$ cat src/rtl/data_ram_responder.sv
// Responder for the CPU data-memory bus: 15-word storage with a memory-mapped I/O port and a post-reset clear sweep.
// Optional build macro: DATA_RAM_BYPASS_EN (write-first forwarding of datain onto dataout).
module data_ram_responder #(
  parameter int                    data_width = 4,
  parameter int                    addr_width = 4,
  parameter int                    io_addr    = 2**addr_width - 1,
  parameter logic [data_width-1:0] init_val   = '0
) (
  input  logic                  clk,
  input  logic                  rst,
  input  logic                  rw,
  input  logic [addr_width-1:0] addr,
  input  logic [data_width-1:0] datain,
  output logic [data_width-1:0] dataout,
  input  logic [data_width-1:0] io_in,
  output logic [data_width-1:0] io_out,
  output logic                  busy,
  output logic                  dbg_state
);

  localparam int                    DEPTH    = 2**addr_width - 1;
  localparam logic [addr_width-1:0] IO_ADDR  = addr_width'(io_addr);
  localparam logic [addr_width-1:0] LAST_PTR = addr_width'(io_addr - 1);
  localparam logic [addr_width:0]   DEPTH_W  = (addr_width + 1)'(DEPTH);

  typedef enum logic {
    CLEAR = 1'b0,
    READY = 1'b1
  } state_t;

  state_t                  state_q,   state_d;
  logic [addr_width-1:0]   clr_ptr_q, clr_ptr_d;
  logic                    busy_q,    busy_d;
  logic [data_width-1:0]   dataout_q, dataout_d;
  logic [data_width-1:0]   io_out_q,  io_out_d;
  logic [data_width-1:0]   io_meta_q, io_meta_d;
  logic [data_width-1:0]   io_sync_q, io_sync_d;

  logic [data_width-1:0]   mem_q [0:DEPTH-1];
  logic                    mem_we;
  logic [addr_width-1:0]   mem_waddr;
  logic [data_width-1:0]   mem_wdata;

  logic                    is_io;
  logic                    in_range;
  logic [data_width-1:0]   read_word;

  assign is_io     = (addr == IO_ADDR);
  assign in_range  = ({1'b0, addr} < DEPTH_W);
  assign read_word = in_range ? mem_q[addr] : '0;

  always_comb begin
    state_d   = state_q;
    clr_ptr_d = clr_ptr_q;
    busy_d    = busy_q;
    dataout_d = dataout_q;
    io_out_d  = io_out_q;
    io_meta_d = io_in;
    io_sync_d = io_meta_q;
    mem_we    = 1'b0;
    mem_waddr = addr;
    mem_wdata = datain;

    case (state_q)
      CLEAR: begin
        // Bus inputs are ignored; the sweep owns the write port.
        mem_we    = 1'b1;
        mem_waddr = clr_ptr_q;
        mem_wdata = init_val;
        dataout_d = '0;
        if (clr_ptr_q == LAST_PTR) begin
          state_d = READY;
          busy_d  = 1'b0;
        end else begin
          clr_ptr_d = clr_ptr_q + addr_width'(1);
        end
      end

      READY: begin
        dataout_d = is_io ? io_sync_q : read_word;
        if (rw) begin
          if (is_io) begin
            io_out_d = datain;
          end else if (in_range) begin
            mem_we = 1'b1;
          end
`ifdef DATA_RAM_BYPASS_EN
          dataout_d = datain;
`endif
        end
      end

      default: begin
        state_d = CLEAR;
      end
    endcase
  end

  always_ff @(posedge clk or negedge rst) begin
    if (!rst) begin
      state_q   <= CLEAR;
      clr_ptr_q <= '0;
      busy_q    <= 1'b1;
      dataout_q <= '0;
      io_out_q  <= '0;
      io_meta_q <= '0;
      io_sync_q <= '0;
    end else begin
      state_q   <= state_d;
      clr_ptr_q <= clr_ptr_d;
      busy_q    <= busy_d;
      dataout_q <= dataout_d;
      io_out_q  <= io_out_d;
      io_meta_q <= io_meta_d;
      io_sync_q <= io_sync_d;
    end
  end

  // Storage has no reset; the sweep provides the known contents.
  always_ff @(posedge clk) begin
    if (mem_we) begin
      mem_q[mem_waddr] <= mem_wdata;
    end
  end

  assign dataout   = dataout_q;
  assign io_out    = io_out_q;
  assign busy      = busy_q;
  assign dbg_state = state_q;

endmodule

$ cat config.mk
export PLATFORM = sky130hd
export DESIGN_NAME = data_ram_responder
export DESIGN_NICKNAME = d
export VERILOG_FILES = /design/src/rtl/data_ram_responder.sv
export SDC_FILE = /design/constraint.sdc
export NUM_CORES = 1
export LEC_CHECK = 0
export CAP_MARGIN = 20
export CORE_MARGIN = 2
export CORE_UTILIZATION = 40
export CTS_CLUSTER_SIZE = 28
export DETAILED_ROUTE_END_ITERATION = 7
export MAX_ROUTING_LAYER = met4
export SLEW_MARGIN = 40
export SYNTH_ARGS = -nofsm -noshare
export SYNTH_HDL_FRONTEND = slang
export SYNTH_SLANG_ARGS = --single-unit
export TNS_END_PERCENT = 50
$ cat constraint.sdc
create_clock -name clk -period 2.54 [get_ports clk]
set_input_delay 0.508 -clock clk [delete_from_list [all_inputs] [get_ports clk]]
set_output_delay 0.508 -clock clk [all_outputs]
set_load 0.01 [all_outputs]
### Yosys cells after proc, flatten, opt, wreduce, memory -nomap -nowiden

Memories as Yosys holds them, arrays and structs flattened.
Index checks and enable logic that the tools add are counted.

| storage, ports and cells | value |
|---|---|
| register bits after elaboration | 22 |
| RAM bits | 60 |
| input port bits | 15 |
| word-level logic and storage cells | 30 |
| memories | 1 |

Memory list:

| name | depth | width | read ports | clocked after Yosys merged registers in | wr ports | RTL line | RTL |
|---|---|---|---|---|---|---|---|
| mem_q | 15 | 4 | 1 | 0 | 1 | 39 | `logic [data_width-1:0] mem_q [0:DEPTH-1];` |

| operators by class | value |
|---|---|
| $add $sub $neg | 1 |
| order comparisons | 1 |
| equality and inequality tests | 2 |
| mux-type cells | 13 |
| bitwise gates (word level) | 2 |
| reduce and logical (&&, ||, !) cells | 3 |

Operator list:

| cell | count |
|---|---|
| 4-bit two-way mux | 4 |
| 4-bit == test (second input constant) | 2 |
| 4-bit case mux with 2 select lines | 1 |
| 1-bit two-way mux | 7 |
| 4-bit by 1-bit adder with 4-bit output (second input constant) | 1 |
| 4-bit < comparator (second input constant) | 1 |
| 2-bit AND reduction | 2 |
| 3-bit AND reduction | 1 |
| 1-bit NOT | 2 |
| 1-bit case mux with 2 select lines | 1 |

### Depth between registers and ports, before layout

| logic depth | value |
|---|---|
| depth in word-level cells | 7 |
| gate-level depth with buffers | 7 |
| gate-level depth less buffers | 5 |

### Worst setup path before layout

Ideal clock, no wire load.

| timing path | value |
|---|---|
| path type | input-to-reg |
| start point | input port addr[0] |
| end point | register dataout_q[3], in the netlist dataout[3] |
| arrival time | 1.854 ns |
| required time | 2.414 ns |
| path slack | 0.560 ns |
| stages | 5 |
| path buffers | 2 |
| cell sequence | buf_6 > buf_8 > mux4_1 > mux2_2 > a311o_1 |

| on the way | value |
|---|---|
| word-level cells in the longest chain between the ends | 4 |

Ends and longest elaborated chain:

| element | RTL line | RTL |
|---|---|---|
| start, declared | 12 | `input logic [addr_width-1:0] addr,` |
| memory 15 x 4 bit / 4-bit < comparator (equally long branches) | -- |  |
| 4-bit two-way mux | 50 | `assign read_word = in_range ? mem_q[addr] : '0;` |
| 4-bit two-way mux * | 80 | `dataout_d = is_io ? io_sync_q : read_word;` |
| 4-bit case mux with 2 select lines * | 64 | `case (state_q)` |
| via dataout_d[3] | 34 | `logic [data_width-1:0] dataout_q, dataout_d;` |
| end signal, assigned | 112 | `dataout_q <= dataout_d;` |
| end, declared | 34 |  |

The timed path passes the listed nets; every way through them passes the cells marked *.
A chain may end at the register's enable or synchronous reset.

### Worst setup path after layout

| timing path | value |
|---|---|
| start point | register state_q, in the netlist dbg_state |
| end point | output port dbg_state |

RTL lines:

| element | RTL line | RTL |
|---|---|---|
| start, declared | 31 | `state_t state_q, state_d;` |
| start signal, assigned | 109 | `state_q <= state_d;` |
| end, declared | 18 | `output logic dbg_state` |

No word-level cell between the ends.

==> impl_results.md <==
* Status: complete, no violations
* Die area at 0.009164 sq mm
* Ys async rst share at 26.83%
* Worst setup EP type: output port
* Cts repair resizes at 0
* CTS max path bufs at 2
* Initial antenna violation count at 0
* Number of inserted diodes at 0
* Initial DRC count at 130
* Peak supply drop at 0.2820 mV
* CTS buffer count at 9
* Worst EP required at 2.03 ns
* Synth Area in Compound Gates at 5.502%
* Die Wd at 95.73 microns
* Final wirelength at 6885 microns
* Part of the Yosys area used for sequential elements at 69.93%
* Final hold viol count at 0
* Initial Util at 41.17%
* Period utilisation layout at 90.36%
* Layout cell share with drive strength beyond 1 at 18.75%
* Post-Synth XOR/XNOR Area at 0.5204%
* Max Cap Violations at 0
* Fin nets at 268
* Worst-Margin Slew at 0.6508 ns
* CP max stage cell: dfrtp_1
* Yosys warnings at 0
* DRC at 0
* Die height at 95.73 microns
* RD Place Congestion at 0.8351
* Largest net degree at the start of global routing at 23
* CP max FO at 21
* PwrDens at 639.1 mW/mm^2
* # IOs at 25
* Simple-Gate Fraction of Synth Area at 7.584%
* Delay-heaviest family, CP: flip-flops
* TritonRoute pass-1 iters at 5
* RSZ-0062 raised after global routing: false
* Hold path endpoint: io_sync_q[2]$_DFF_PN0_
* Via count at 1923
* Placed Instances at 345
* Hold buffers post-CTS at 0
* Setup bufs post-CTS at 0
* HP Class: reg -> reg
* Main synth FF type: edfxtp_1
* CTS tree: built
* Most frequent cells in the layout: edfxtp_1 (60), clkdlybuf4s50_1 (24), nor2_1 (22)
* Number of synthesized flops with an enable pin at 60
* Adder-Cell Fraction of Synth Area at 0.7435%
* WL/cell at 19.07 microns
* Most common cell after layout, fill and taps aside: edfxtp_1
* Hold depth at 0
* Fill cell count at 721
* Tot GR Track Use at 17.14%
* Fmax achieved at 0.4357 GHz
* WS Path Type: reg -> out
* Core ar. at 0.008175 sq mm
* Multi-input logic area at 920.9 sq um
* Synthesized area at 0.003366 sq mm
* Clock-pin transition on the worst setup and hold timing paths at 0.08 ns
* Reg2reg start: dbg_state$_DFF_PN0_
* Setup TNS at 0 ns
* Clk root buf: clkbuf_8
* R2r endpoint: mem_q[11][0]$_DFFE_PP_
* Reg2reg setup slack at 0.56 ns
* Congestion Overflow GR at 0
* Worst r2r path cells at 3
* Syn nets at 226
* Fin Clk Skew at 0.009344 ns
* Slowest stage delay, CP at 0.77 ns
* Crit start category: register
* Core Rows at 33
* Synth unique cells at 36
* Combinational family with the most area after synthesis: multiplexers
* H-tree depth at 3
* Post-synthesis mux area share at 13.01%
* Non-Filler Instances at 361
* Syn Inst Count at 209
* LEAKAGE at 1.432 nW
* Area grow syn2layout at 18.96%
* Synthesized area per cell at 16.10 sq um
* Hold path start: io_meta_q[2]$_DFF_PN0_
* First-pass GRT wire length at 10730 microns
* Slew headroom at 56.62%
* Reg area at 0.002354 sq mm
* Routed Antenna Nets at 0
* Crit-path cells: clkdlybuf4s50_1
* CP Buf/Inv Count at 1
* Skew-Pair Late Insertion Delay at 0.35 ns
* Final setup fails at 0
* Min Tclk post-route at 2.295 ns
* Clock sinks at 82
* Slew Viols, Final at 0
* Vias in the first global route at 1953
* Post-synthesis register bit count at 82
* Vias/cell at 5.327
* WP data arrival at 1.79 ns
* # port buffers at 24
* Detailed Place HPWL at 4875 microns
-- how the worst max path moves through the flow --
stage                                    from  slack [ns]              endpoint  depth (start not counted)
after floorplan                       addr[0]        0.56  dataout[3]$_DFF_PN0_                          5
after global placement                addr[0]        0.06  dataout[0]$_DFF_PN0_                          6
after detailed placement              addr[0]        0.04  dataout[0]$_DFF_PN0_                          6
after CTS                 dbg_state$_DFF_PN0_        0.23             dbg_state                          1
after global routing      dbg_state$_DFF_PN0_        0.15             dbg_state                          1
final                     dbg_state$_DFF_PN0_        0.24             dbg_state                          1
-- state kept, by name, summed over array words and instances (netlist names) --
signal	cells
mem_q	60
clr_ptr_q	4
dataout	4
io_meta_q	4
io_out	4
io_sync_q	4
busy	1
dbg_state	1
-- cells by family after synthesis --
kind of cell / Yosys count
xor gates and xnor gates: 2
AOI/OAI and AO/OA: 27
and+or+nand+nor: 52
buffers and inverters: 19
DFF: 82
muxes: 25
adders and majority gates: 2
-- power by group --
part           leakage, nW  switching [W]  internal [W]  total, W
logic                0.548       0.000104      0.000112  0.000216
clock network       0.0924       0.000453      0.000407  0.000860
registers            0.791      0.0000127       0.00147   0.00148
total                 1.43       0.000570       0.00199   0.00256
-- synth_stat cells (3+ instances only) --
cell / instances / area [sq um]
a21oi_1: 4 / 20.02
dfrtp_1: 21 / 525.5
mux4_1: 10 / 262.8
nor2_1: 22 / 82.58
a32oi_1: 3 / 26.28
nor3b_1: 3 / 22.52
clkbuf_1: 10 / 37.54
o21ai_0: 6 / 30.03
mux2i_1: 4 / 40.04
inv_1: 5 / 18.77
and2_1: 5 / 31.28
nand2_1: 5 / 18.77
nand3_1: 3 / 15.01
nor2b_1: 6 / 37.54
edfxtp_1: 60 / 1802
mux2_2: 10 / 112.6
nand2b_1: 3 / 18.77
a31oi_1: 4 / 25.02
-- final cells by class --
cell class | count | area share, %
well taps | 105 | 3.281
repair buffers | 45 | 9.938
flip-flops and latches | 82 | 58.78
clock buffers | 12 | 3.875
clock inverters | 4 | 0.6563
inverters | 5 | 0.4688
multi-input cells | 108 | 23.00
-- metrics by stage --
stage	total power [W]	util, %	hold WS (ns)	setup WS [ns]	cell area, sq um
5_1_grt	0.002643	48.97	0.3609	0.1457	4004
4_1_cts	0.002577	48.97	0.3571	0.2306	4004
6_report	0.002559	48.97	0.3543	0.2449	4004
2_1_floorplan	0.001613	-	0.2124	0.5600	3366
3_5_place_dp	0.001730	46.76	0.3385	0.04425	3822
3_3_place_gp	0.001728	46.76	0.3355	0.05533	3822
-- worst register-to-register path, cell delays in order, from the launching register on --
cell and delay (ns):
dfrtp_1 0.77, nor2b_1 0.26, a32oi_1 0.22, nor2_1 0.40
-- per-layer routing --
metal	part of all wire, %	GRT usage, %	up-vias	wire length [microns]
li1	-	-	886	-
met1	46	23.10	963	3177
met2	47	25.29	62	3236
met3	4.8	4.229	12	328
met4	2.1	6.667	0	142
met5	0	-	-	0
Note: power is estimated with default switching activity, not from simulation.
==> edit, RTL diff (same settings) <==
Make the reset (`rst`) synchronous in one clocked block.
--- a/src/rtl/data_ram_responder.sv
+++ b/src/rtl/data_ram_responder.sv
@@ -96,7 +96,7 @@
     endcase
   end
 
-  always_ff @(posedge clk or negedge rst) begin
+  always_ff @(posedge clk) begin
     if (!rst) begin
       state_q   <= CLEAR;
       clr_ptr_q <= '0;
Formal check against the unedited RTL: same outputs for any inputs over 10 cycles, from zero or initial values and one cycle with rst low; that may be too few to reach the edited logic, so the function may still have changed.
==> edit against the unedited design <==
Clock skew increased by 0.00098 ns. Power increased by 2.8%. Hold slack improved by 0.082 ns. Setup slack about the same. Sequential cell count unchanged. Non-clock buffer count decreased by 9. Count of clock-buffer cells in the layout decreased by 1. Core utilization increased by 0.17 points. Routed wire length increased by 2.1%. Final area decreased by 0.16%. Critical path depth unchanged. Synthesized area decreased by 0.78%.
==> edit: results <==
group,metric,value,unit
status,status,"complete, no violations",
synthesis,synth_area_leaders,"edfxtp_1 54%, dfxtp_1 13%, mux2i_1 4.5%",
grt,grt_pass1_wl,10800,µm
layout,n_fill_cell,683,
grt,grt_pass1_vias,1929,
critical_path,worst_path_max_delay_cell,"dfxtp_1",
grt,grt_use_total,0.174,
synthesis,synth-seq-area-share,0.671,
synthesis,synthMuxAreaShare,0.101,
routing,wire_per_inst,18.3,µm
critical_path,reg2reg_slack,0.52,ns
routing,vias,2032,
synthesis,synth_common_cells,"60 x edfxtp_1, 22 x dfxtp_1, 18 x nand2_1",
routing,first_pass_iters,4,
grt,grt_max_degree,24,
synthesis,netlist-cell-type-count,42,
synthesis,synth-xor-area-share,0.00525,
layout,nets,292,
power_and_ir_drop,p_leak,0.00139,µW
placed_design,preCtsSetupSlack,0.0945,ns
power_and_ir_drop,internal_power,2030,µW
synthesis,async_flop_share,0,
synthesis,synth_compound_area_frac,0.0667,
layout,drive_gt1_frac,0.136,
placed_design,dpl.hpwl,4910,µm
sta,clock_skew,0.0103,ns
==> edit: cell families (layout without fill, tap and decap cells) <==
family                     count (synthesis)  count (layout)
DFF                                       82              82
and+or+nand+nor                           80              80
AOI/OAI and AO/OA                         33              33
xor gates and xnor gates                   2               2
adders and majority gates                  2               2
buffers and inverters                     15              57
muxes                                     24              24
==> edit: metal layers <==
layer | wire [µm] | GRT usage | up-vias
li1 | - | - | 963
met1 | 3200 | 0.233 | 1002
met2 | 3290 | 0.256 | 55
met3 | 373 | 0.0316 | 12
met4 | 157 | 0.0905 | 0
met5 | 0 | - | -
==> edit: power groups by stage <==
stage | registers, µW | clock network (µW) | logic [µW]
after floorplan | 1490 | 0 | 109
after global placement | 1500 | 0 | 186
after detailed placement | 1500 | 0 | 185
after CTS | 1470 | 997 | 185
after global routing | 1470 | 1050 | 201
final | 1470 | 977 | 185
==> edit: metrics by stage <==
step	utilization	cell area, µm²	instances
after floorplan	-	3340	238
after global placement	0.465	3780	369
after detailed placement	0.465	3780	369
after CTS	0.491	4000	385
after global routing	0.491	4000	385
final	0.491	4000	385
==> edit: path summary, 6_finish.rpt <==
path	start	endpoint	cells after the start
setup / recovery	dbg_state	dbg_state	1
hold reg to reg	io_meta_q[1]	io_sync_q[1]	1
setup reg to reg	dbg_state	mem_q[9][2]	4
hold / removal	io_meta_q[1]	io_sync_q[1]	1
==> edit: layout make-up <==
type	instances	area [µm²]	area share
Clock buffer	11	174	0.0435
Sequential cell	82	2240	0.561
Tap cell	105	131	0.0329
Clock inverter	5	41.3	0.0103
Timing Repair Buffer	36	368	0.0920
Multi-Input combinational cell	141	1020	0.256
Inverter	5	18.8	0.00469
